==> src/rtl/rca_pipe_addsub_if.sv <==
// rtl/rca_pipe_addsub_if.sv - operand/result handshake bundle for the pipelined adder/subtractor
interface rca_pipe_addsub_if #(
    parameter int WIDTH = 16
);
    logic             in_valid;
    logic             in_ready;
    logic [WIDTH-1:0] a;
    logic [WIDTH-1:0] b;
    logic             cin;
    logic             sub;
    logic             out_valid;
    logic             out_ready;
    logic [WIDTH-1:0] sum;
    logic             cout;
    logic             ovf;

    modport master (
        output in_valid, a, b, cin, sub, out_ready,
        input  in_ready, out_valid, sum, cout, ovf
    );

    modport slave (
        input  in_valid, a, b, cin, sub, out_ready,
        output in_ready, out_valid, sum, cout, ovf
    );
endinterface

==> src/rtl/rca_pipe_addsub.sv <==
// rtl/rca_pipe_addsub.sv - pipelined ripple-carry adder/subtractor, one CHUNK-bit slice per stage
module rca_pipe_addsub #(
    parameter int WIDTH  = 16,
    parameter int STAGES = 4
) (
    input  logic               clk,
    input  logic               rst_n,
    rca_pipe_addsub_if.slave   bus
);
    localparam int CHUNK = WIDTH / STAGES;
    localparam int LAST  = STAGES - 1;

    logic             adv;
    logic [WIDTH-1:0] b_eff;
    logic             cin_eff;

    // The whole pipe moves as one: a stalled consumer freezes every stage.
    assign adv          = bus.out_ready | ~bus.out_valid;
    assign bus.in_ready = adv;

    // Subtraction is folded into the first slice: invert B once, force carry-in.
    assign b_eff   = bus.sub ? ~bus.b : bus.b;
    assign cin_eff = bus.sub | bus.cin;

    for (genvar k = 0; k < STAGES; k++) begin : stage
        localparam int DONE = (k + 1) * CHUNK;
        localparam int REM  = WIDTH - DONE;

        logic             valid_in;
        logic             carry_in;
        logic [CHUNK-1:0] a_s;
        logic [CHUNK-1:0] b_s;
        logic [DONE-1:0]  sum_new;
        logic [CHUNK:0]   c;
        logic [CHUNK-1:0] s;
        logic             load;

        logic             valid_d, valid_q;
        logic [DONE-1:0]  sum_d, sum_q;
        logic             carry_d, carry_q;

        if (k == 0) begin : g_src
            assign valid_in = bus.in_valid;
            assign carry_in = cin_eff;
            assign a_s      = bus.a[CHUNK-1:0];
            assign b_s      = b_eff[CHUNK-1:0];
            assign sum_new  = s;
        end else begin : g_src
            assign valid_in = stage[k-1].valid_q;
            assign carry_in = stage[k-1].carry_q;
            assign a_s      = stage[k-1].g_opnd.a_q[CHUNK-1:0];
            assign b_s      = stage[k-1].g_opnd.b_q[CHUNK-1:0];
            assign sum_new  = {s, stage[k-1].sum_q};
        end

        always_comb begin
            c    = '0;
            s    = '0;
            c[0] = carry_in;
            for (int i = 0; i < CHUNK; i++) begin
                s[i]   = a_s[i] ^ b_s[i] ^ c[i];
                c[i+1] = (a_s[i] & b_s[i]) | (c[i] & (a_s[i] ^ b_s[i]));
            end
        end

        // Data registers only load on a real operation so results hold across bubbles.
        assign load = adv & valid_in;

        always_comb begin
            valid_d = adv ? valid_in : valid_q;
            sum_d   = load ? sum_new : sum_q;
            carry_d = load ? c[CHUNK] : carry_q;
        end

        always_ff @(posedge clk) begin
            if (!rst_n) begin
                valid_q <= 1'b0;
                sum_q   <= '0;
                carry_q <= 1'b0;
            end else begin
                valid_q <= valid_d;
                sum_q   <= sum_d;
                carry_q <= carry_d;
            end
        end

        if (REM > 0) begin : g_opnd
            logic [REM-1:0] a_nxt, b_nxt;
            logic [REM-1:0] a_d, a_q;
            logic [REM-1:0] b_d, b_q;

            if (k == 0) begin : g_nxt
                assign a_nxt = bus.a[WIDTH-1:CHUNK];
                assign b_nxt = b_eff[WIDTH-1:CHUNK];
            end else begin : g_nxt
                assign a_nxt = stage[k-1].g_opnd.a_q[CHUNK +: REM];
                assign b_nxt = stage[k-1].g_opnd.b_q[CHUNK +: REM];
            end

            always_comb begin
                a_d = load ? a_nxt : a_q;
                b_d = load ? b_nxt : b_q;
            end

            always_ff @(posedge clk) begin
                if (!rst_n) begin
                    a_q <= '0;
                    b_q <= '0;
                end else begin
                    a_q <= a_d;
                    b_q <= b_d;
                end
            end
        end

        if (k == LAST) begin : g_last
            logic ovf_d, ovf_q;

            // Signed overflow: carry into the MSB disagrees with carry out of it.
            always_comb begin
                ovf_d = load ? (c[CHUNK] ^ c[CHUNK-1]) : ovf_q;
            end

            always_ff @(posedge clk) begin
                if (!rst_n) begin
                    ovf_q <= 1'b0;
                end else begin
                    ovf_q <= ovf_d;
                end
            end
        end
    end

    assign bus.out_valid = stage[LAST].valid_q;
    assign bus.sum       = stage[LAST].sum_q;
    assign bus.cout      = stage[LAST].carry_q;
    assign bus.ovf       = stage[LAST].g_last.ovf_q;
endmodule

==> src/flat_wrapper.sv <==
// flat-port wrapper written by rule: the top's interface ports become plain ports
module rca_pipe_addsub_flat 
#(
    parameter int WIDTH  = 16,
    parameter int STAGES = 4
)
  (clk, rst_n, bus_in_valid, bus_a, bus_b, bus_cin, bus_sub, bus_out_ready, bus_in_ready, bus_out_valid, bus_sum, bus_cout, bus_ovf);
  rca_pipe_addsub_if #(.WIDTH(WIDTH)) bus_i ();
  input  logic clk;
  input  logic rst_n;
  input wire logic [$bits(bus_i.in_valid)-1:0] bus_in_valid;
  input wire logic [$bits(bus_i.a)-1:0] bus_a;
  input wire logic [$bits(bus_i.b)-1:0] bus_b;
  input wire logic [$bits(bus_i.cin)-1:0] bus_cin;
  input wire logic [$bits(bus_i.sub)-1:0] bus_sub;
  input wire logic [$bits(bus_i.out_ready)-1:0] bus_out_ready;
  output wire logic [$bits(bus_i.in_ready)-1:0] bus_in_ready;
  output wire logic [$bits(bus_i.out_valid)-1:0] bus_out_valid;
  output wire logic [$bits(bus_i.sum)-1:0] bus_sum;
  output wire logic [$bits(bus_i.cout)-1:0] bus_cout;
  output wire logic [$bits(bus_i.ovf)-1:0] bus_ovf;
  assign bus_i.in_valid = bus_in_valid;
  assign bus_i.a = bus_a;
  assign bus_i.b = bus_b;
  assign bus_i.cin = bus_cin;
  assign bus_i.sub = bus_sub;
  assign bus_i.out_ready = bus_out_ready;
  assign bus_in_ready = bus_i.in_ready;
  assign bus_out_valid = bus_i.out_valid;
  assign bus_sum = bus_i.sum;
  assign bus_cout = bus_i.cout;
  assign bus_ovf = bus_i.ovf;
  rca_pipe_addsub #(.WIDTH(WIDTH), .STAGES(STAGES)) u_core (.clk(clk), .rst_n(rst_n), .bus(bus_i));
endmodule
==> config.mk <==
export PLATFORM = sky130hd
export DESIGN_NAME = rca_pipe_addsub_flat
export DESIGN_NICKNAME = d
export VERILOG_FILES = /design/src/rtl/rca_pipe_addsub_if.sv /design/src/rtl/rca_pipe_addsub.sv /design/src/flat_wrapper.sv
export SDC_FILE = /design/constraint.sdc
export NUM_CORES = 1
export LEC_CHECK = 0
export ABC_CLOCK_PERIOD_IN_PS = 6600
export BUFFER_PORTS_ARGS = -buffer_cell sky130_fd_sc_hd__buf_2
export CAP_MARGIN = 20
export CORE_MARGIN = 2
export CORE_UTILIZATION = 40
export DETAILED_ROUTE_END_ITERATION = 6
export GPL_TIMING_DRIVEN = 1
export PLACE_DENSITY = 0.62
export REMOVE_ABC_BUFFERS = 1
export SYNTH_ARGS = -nofsm -noshare
export SYNTH_HDL_FRONTEND = slang
export SYNTH_SLANG_ARGS = --single-unit
==> constraint.sdc <==
create_clock -name clk -period 6.6 [get_ports clk]
set_input_delay 0.33 -clock clk [delete_from_list [all_inputs] [get_ports clk]]
set_output_delay 0.33 -clock clk [all_outputs]
set_load 0.005 [all_outputs]
== Word-level counts from Yosys, hierarchy flattened ==
Index checks and enable logic that the tools add are counted.
Cells by class
  muxes and demuxes: 1
  bitwise gates (word level): 89
Operators with widths (count)
  bitwise AND 1 bit: 36
  XOR 1 bit: 33
  OR 1 bit: 18
  2-to-1 mux 16 bit: 1
  NOT 16 bit: 1
  NOT 1 bit: 1
Storage, ports and cells
  flip-flop bits (word level): 97
  bits of input ports: 38
  word-level logic and storage cells: 109

== Logic depth before layout (Yosys ltp) ==
Gate-level depths: netlist (run 1).
  depth in word-level cells: 11
  depth in mapped cells: 11
  mapped depth without buffers: 10

== Worst setup path before layout (run 1) ==
Ideal clock, no wire load.
  path type: input port to flip-flop
  start: in bus_sub
  end: reg u_core.stage[0].sum_q[3]
  setup time: 0.119 ns
  arrival time: 2.460 ns
  required time: 6.481 ns
  setup slack: 4.021 ns
  stages: 11
  cell sequence: buf_2 > buf_4 > xor2_1 > fa_1 > inv_1 > fa_1 > fa_1 > inv_1 > fa_1 > nand2_1 > mux2i_1
On the way
  word-level cells in the longest chain between the ends: 9
  elaborated cells on any way between the ends: 16
Ends and longest elaborated chain
  from (decl): RTL line flat_wrapper.sv:15  | input wire logic [$bits(bus_i.sub)-1:0] bus_sub;
  2-to-1 mux 16 bit: RTL line rca_pipe_addsub.sv:22  | assign b_eff = bus.sub ? ~bus.b : bus.b;
  XOR 1 bit: RTL line rca_pipe_addsub.sv:62  | c[i+1] = (a_s[i] & b_s[i]) | (c[i] & (a_s[i] ^ b_s[i]));
  bitwise AND 1 bit: RTL line rca_pipe_addsub.sv:62
  OR 1 bit: RTL line rca_pipe_addsub.sv:62
  bitwise AND 1 bit: RTL line rca_pipe_addsub.sv:62
  OR 1 bit: RTL line rca_pipe_addsub.sv:62
  bitwise AND 1 bit: RTL line rca_pipe_addsub.sv:62
  OR 1 bit: RTL line rca_pipe_addsub.sv:62
  XOR 1 bit *: RTL line rca_pipe_addsub.sv:61  | s[i] = a_s[i] ^ b_s[i] ^ c[i];
  via u_core.stage[0].s[3]: RTL line rca_pipe_addsub.sv:35  | logic [CHUNK-1:0] s;
  to (signal assigned): RTL line rca_pipe_addsub.sv:82  | sum_q <= sum_d;
  to (decl): RTL line rca_pipe_addsub.sv:39  | logic [DONE-1:0] sum_d, sum_q;
Mark *: on every way through the listed nets, which the timed path passes. The rest lies on a longest branch.
A chain may end at the register's enable or synchronous reset.

== Worst setup path in the final report (run 1) ==
Same ends and word-level chain as after synthesis.

==> metrics.cfg, run 1 <==
[sta]
max_slew_margin_pct=38.27
fmax_mhz=411.2
setup_viol=0
fin_ws_ps=4168
skew_ps=8.884
fin_tns_setup_ps=0
finalCritPeriodShare_pct=36.84
fin_crit_ps=2432
rsz0062_at_grt=no
hold_viol_final=0
final_max_slew_viol_count=0
tightest_slew_ps=926.0

[yosys]
synthDistinctLibCells=27
synth_seq_cells=97
yosys-top-cells-area=dfxtp_1 47%, mux2i_1 12%, fa_1 7.7%, nand2_1 7.6%, a21oi_1 3.8%
ys_seq_area_share_pct=46.56
synth_area_mm2=0.004170
synth_cells=431
synth.avg_cell_area_um2=9.676
yosysWarnings=0
synth_top_area_share_pct=46.56
synth.largest_area_cell=dfxtp_1

[critical_path]
critPathRequiredTime_ps=6830
worstPathCellList=buf_2, xor2_1, fa_1, inv_1, fa_1, fa_1, inv_1, fa_1, nand2_1, mux2i_1
crit_buf_inv=3
cp_max_fo=17
cp-start-kind=input pin
slowest_delay_ps=410
cp_slowest_cell=buf_2
cp_common_cell=fa_1
crit_type=in -> reg
cp-end-kind=flip-flop
cp_top_family=adder cells
cp.arrival_ps=2670

[place]
portBuffers=57
routabilityCongestion=0.7223
dp_hpwl_mm=5.350
pre_cts_ws_ps=3785

[routing]
wl_per_cell_um=13.81
first_pass_iters=4
vias_per_cell=4.896
dr_total_vias=2977
totalWireLength_mm=8.397
dr.first_iter.drc_count=108
ant_nets=0
drc=0

[job]
maxCapViolCount=0

[clock_tree]
clk_latency_ps=360
cts_buffer_depth=2
post_cts_resized=0
cts_tree=yes
root_buffer=clkbuf_8
clk_pin_slew_worst_paths_ps=90
cts_max_level=3
cts_setup_buffers=0
postCtsHoldBufs=0
numCtsBuffers=9
cts_sinks=97

[power_and_ir_drop]
power.leakage_nw=1.840
powerDensity_mw_per_mm2=245.5
vdd_drop_max_mv=0.1117

[floorplan]
num_io_pins=58
chipHeight_um=106.1
core_area_mm2=0.01023
die_x_um=106.1
rows=37
die-area_mm2=0.01126
start_util_pct=40.76

[cells_and_area]
final_nets=521
syn_to_final_growth_pct=13.26
n_antenna_cell=0
drive_gt1_share_pct=18.64

[global_routing]
grt_usage_pct=16.12
grt_pass1_vias=3180
overflow=0
grt_pass1_wl_mm=14.55
grt_max_degree=95
antenna_found_initial=0

[hold_path]
hp-class=in -> reg

[status]
status=finished, final reports clean

## worst paths after layout
check,start,to,slack [ps],cells past startpoint
worst max register to register,u_core.stage[2].g_opnd.b_q[0],u_core.bus.sum[15],4270,8
worst min-delay path,bus_a[13],u_core.stage[0].g_opnd.a_q[9],210,3
worst max-delay path,bus_sub,u_core.stage[0].sum_q[3],4170,10
worst min register to register,u_core.bus.sum[2],u_core.bus.sum[2],460,2
## power by group
part	leakage [nW]	internal [mW]	switching (mW)	total (mW)
clock network	0.113	0.225	0.203	0.428
registers	0.791	0.609	0.0135	0.622
logic	0.936	0.0474	0.0621	0.109
## tightest hold or removal path: cells and delay by family
| kind | cells | cell delay (ps) |
|---|---|---|
| simple gates | 1 | 40 |
| buf+inv | 1 | 90 |
| mux | 1 | 50 |
## synthesized netlist by cell type
cell type  instances
dfxtp_1           97
nand2_1           84
mux2i_1           49
a21oi_1           32
inv_1             26
a211oi_1          19
o21ai_0           19
fa_1              16
nand4_1           16
xnor2_1           15
clkbuf_1          14
buf_2             11
buf_6              6
nand3_1            5
a211oi_2           4
and2_1             2
buf_1              2
buf_4              2
clkbuf_2           2
o31ai_2            2
xor2_1             2
and2_4             1
clkinv_1           1
inv_4              1
nor2_1             1
nor2b_2            1
or2_2              1
## layout by cell type (no fill, tap or decap), drive strengths merged
master    count
inv          28
bufinv        2
or2           1
o21ai        19
and2          3
clkbuf       10
nand3         5
a211oi       23
nor2          1
clkinv        3
dfxtp        97
buf          62
a21oi        32
o31ai         2
clkinvlp      1
xnor2        15
fa           16
xor2          2
nor2b         1
nand2        84
nand4        16
mux2i        49
## cell families (layout without fill, tap and decap cells)
logic type	Yosys count	after routing	synth area share, %
AOI/OAI and AO/OA	76	76	11.34
xor gates and xnor gates	17	17	3.571
adders and majority gates	16	16	7.681
buffers and inverters	65	106	7.560
DFF	97	97	46.56
muxes	49	49	11.76
and+or+nand+nor	111	111	11.52
## flip-flops by register name, indices dropped and copies added, names as in the netlist
signal / count
u_core.stage.carry_q: 3
u_core.stage.g_opnd.a_q: 24
u_core.bus.sum: 16
u_core.stage.valid_q: 3
u_core.bus.out_valid: 1
u_core.stage.sum_q: 24
u_core.stage.g_opnd.b_q: 24
u_core.bus.ovf: 1
u_core.bus.cout: 1
## per-stage QoR
| stage | utilization (%) | hold slack (ps) | power (mW) | cells | area (um2) |
|---|---|---|---|---|---|
| floorplan | - | 434.7 | 0.6976 | 394 | 3963 |
| global placement | 43.33 | 441.0 | 0.7389 | 589 | 4433 |
| detailed placement | 43.60 | 445.2 | 0.7447 | 590 | 4461 |
| CTS | 45.82 | 193.6 | 1.171 | 606 | 4688 |
| global route | 46.17 | 190.1 | 1.215 | 608 | 4723 |
| finish | 46.17 | 207.3 | 1.159 | 608 | 4723 |
## layout make-up
class	count	area, um2
fillers	997	5508
flip-flops and latches	97	1942
multi-input cells	269	1913
repair buffers	62	362.8
well taps	136	170.2
clock buffers	10	137.6
inverters	28	107.6
clock inverters	6	90.09
## per-layer routing
layer / track usage, % / share of wire (%) / vias to the layer above
met2: 28.66 / 49 / 49
met1: 19.50 / 47 / 1400
li1: - / - / 1514
met5: 0 / 0 / -
met3: 2.452 / 2.6 / 14
met4: 6.297 / 1.9 / 0
(Power assumes the default switching activity.)
==> inputs of run 2 (changes only) <==
ABC_CLOCK_PERIOD_IN_PS = 2270   (was 6600)
clock period = 2.27 ns   (was 6.6 ns; I/O delays follow)
==> run 2 against run 1 <==
  * Critical path depth down 2
  * Via count increased by 3.9%
  * Global-route usage fell by 0.095 points
  * Critical endpoint is now u_core.bus.sum[15]
  * First-iteration DRC count fell by 15%
  * Clock skew grew 2.7 ps
  * Sequential share of layout area down 1.3 points
  * Critical path type is now reg -> reg
  * Setup slack lost 4100 ps
  * Wire length up 3.6%
==> metrics.cfg, run 2 (same netlist as run 1, synthesis figures left out) <==
[sta]
rsz0062_at_grt=no
fin_crit_ps=2176
fin_ws_ps=94.05  ; -4074 ps
finalCritPeriodShare_pct=95.86
max_slew_margin_pct=56.19  ; +18 points
skew_ps=11.62  ; +2.733 ps
fin_tns_setup_ps=0  ; unchanged
final_max_slew_viol_count=0  ; unchanged
fmax_mhz=459.6
setup_viol=0  ; unchanged
fin_hold_ws_ps=36.70  ; -170.6 ps
hold_viol_final=0  ; unchanged
tightest_slew_ps=657.2  ; -268.8 ps

[critical_path]
startpoint=u_core.stage[2].g_opnd.a_q[0]
cp.arrival_ps=2470  ; -200 ps
cp-start-kind=flip-flop
r2r_start=u_core.stage[2].g_opnd.a_q[0]
crit_type=reg -> reg
cp-end-kind=flip-flop
cp_max_fo=2  ; -15
critPathRequiredTime_ps=2560  ; -4270 ps

[place]
dp_cells=601  ; +1.9%
dpl-instance-area_mm2=0.004531  ; +1.6%
pre_cts_ws_ps=-13.93  ; -3799 ps
routabilityCongestion=0.7854  ; +8.7%
dp_hpwl_mm=5.700  ; +6.6%
portBuffers=57  ; unchanged

[cells_and_area]
utilization_pct=47.74  ; +1.6 points
final_nets=542  ; +4.0%
drive_gt1_share_pct=22.11  ; +3.5 points
syn_to_final_growth_pct=17.13
finalNonFillerCells=629  ; +3.5%
n_antenna_cell=0  ; unchanged
n_fill_cell=964  ; -3.3%
final_cell_mix=96 x dfxtp_1, 84 x nand2_1, 57 x buf_2
design_area_mm2=0.004885  ; +3.4%
reg_top3=u_core.stage.g_opnd.a_q: 24 flops, u_core.stage.g_opnd.b_q: 24 flops, u_core.stage.sum_q: 24 flops
final_common_cell=dfxtp_1

[global_routing]
grt_max_degree=54  ; -43%
antenna_found_initial=0  ; unchanged
overflow=0  ; unchanged
grt_usage_pct=16.03  ; -0.095 points
grt_pass1_wl_mm=14.35  ; -1.3%
grt_pass1_vias=3096  ; -2.6%

[clock_tree]
cts_setup_buffers=0  ; unchanged
clk_pin_slew_worst_paths_ps=90  ; about the same
root_buffer=clkbuf_8
cts_tree=yes
cts_buffer_depth=2  ; unchanged
clk_latency_ps=360  ; about the same
cts_sinks=97  ; unchanged
numCtsBuffers=9  ; unchanged
cts_max_level=3  ; unchanged

[floorplan]
core_area_mm2=0.01023  ; unchanged
start_util_pct=40.76  ; unchanged
die-area_mm2=0.01126  ; unchanged
num_io_pins=58  ; unchanged
die_x_um=106.1  ; unchanged
rows=37  ; unchanged
chipHeight_um=106.1  ; unchanged

[routing]
vias_per_cell=4.916  ; +0.40%
drc=0  ; unchanged
dr.first_iter.drc_count=92  ; -15%
totalWireLength_mm=8.701  ; +3.6%
dr_total_vias=3092  ; +3.9%
ant_nets=0  ; unchanged
wl_per_cell_um=13.83  ; +0.16%
first_pass_iters=5  ; +1

[status]
status=finished, final reports clean

[hold_path]
hp-class=in -> reg
worstHoldStart=bus_b[10]

[power_and_ir_drop]
vdd_drop_max_mv=0.2668  ; +140%
power.leakage_nw=1.918  ; +4.2%
powerDensity_mw_per_mm2=677.0  ; +180%
total_power_mw=3.307  ; +190%

[job]
maxCapViolCount=0  ; unchanged

## run 2: cell types whose count changed in the layout (fill, tap and decap cells not counted), moves of 3 or more
cell	change
buf_4	+11
dlygate4sd3_1	+11
fa_1	-5
fa_2	+5
inv_1	-3
inv_2	+3
## run 2: worst max-delay path, stage by stage, from the launching register on
cell	delay (ps)
dfxtp_1	320
inv_1	70
fa_2	200
inv_2	40
fa_2	390
fa_2	390
inv_1	80
fa_2	440
a211oi_2	170
## run 2: where the power goes
group          internal (mW)  total, mW  switching [mW]
registers               1.77       1.80          0.0317
logic                  0.153      0.344           0.191
clock network          0.566       1.16           0.595
total                   2.49       3.31           0.817
## run 2: area by class of cell
| type | instances | area (um2) | area share (%) |
|---|---|---|---|
| clock inverter | 5 | 53.80 | 1.101 |
| tap | 136 | 170.2 | 3.484 |
| clock buffer | 11 | 151.4 | 3.099 |
| sequential | 97 | 1943 | 39.78 |
| multi-input combinational | 269 | 1936 | 39.63 |
| inverter | 28 | 107.6 | 2.203 |
| timing repair buffer | 83 | 523.0 | 10.71 |
## run 2: repair_timing
item / CTS / global route
hold buffers: 11 / 0
endpoints found under the hold margin: 11 / 0
setup endpoints to repair: 1 / 3
gates resized for setup: 1 / 10
## run 2: layer usage
layer | up-vias | routed length, um | global-route usage, %
met5 | - | 0 | 0
met4 | 0 | 190 | 7.989
met3 | 14 | 334 | 2.452
met2 | 56 | 4243 | 27.06
met1 | 1477 | 3933 | 19.87
li1 | 1545 | - | -
## run 2: path summary, 6_finish.rpt
path / end / slack (ps) / cells past startpoint
setup / recovery: u_core.bus.sum[15] / 90 / 8
hold / removal: u_core.stage[0].g_opnd.b_q[6] / 40 / 3
setup reg to reg: u_core.bus.sum[15] / 90 / 8
hold reg to reg: u_core.bus.sum[2] / 460 / 2
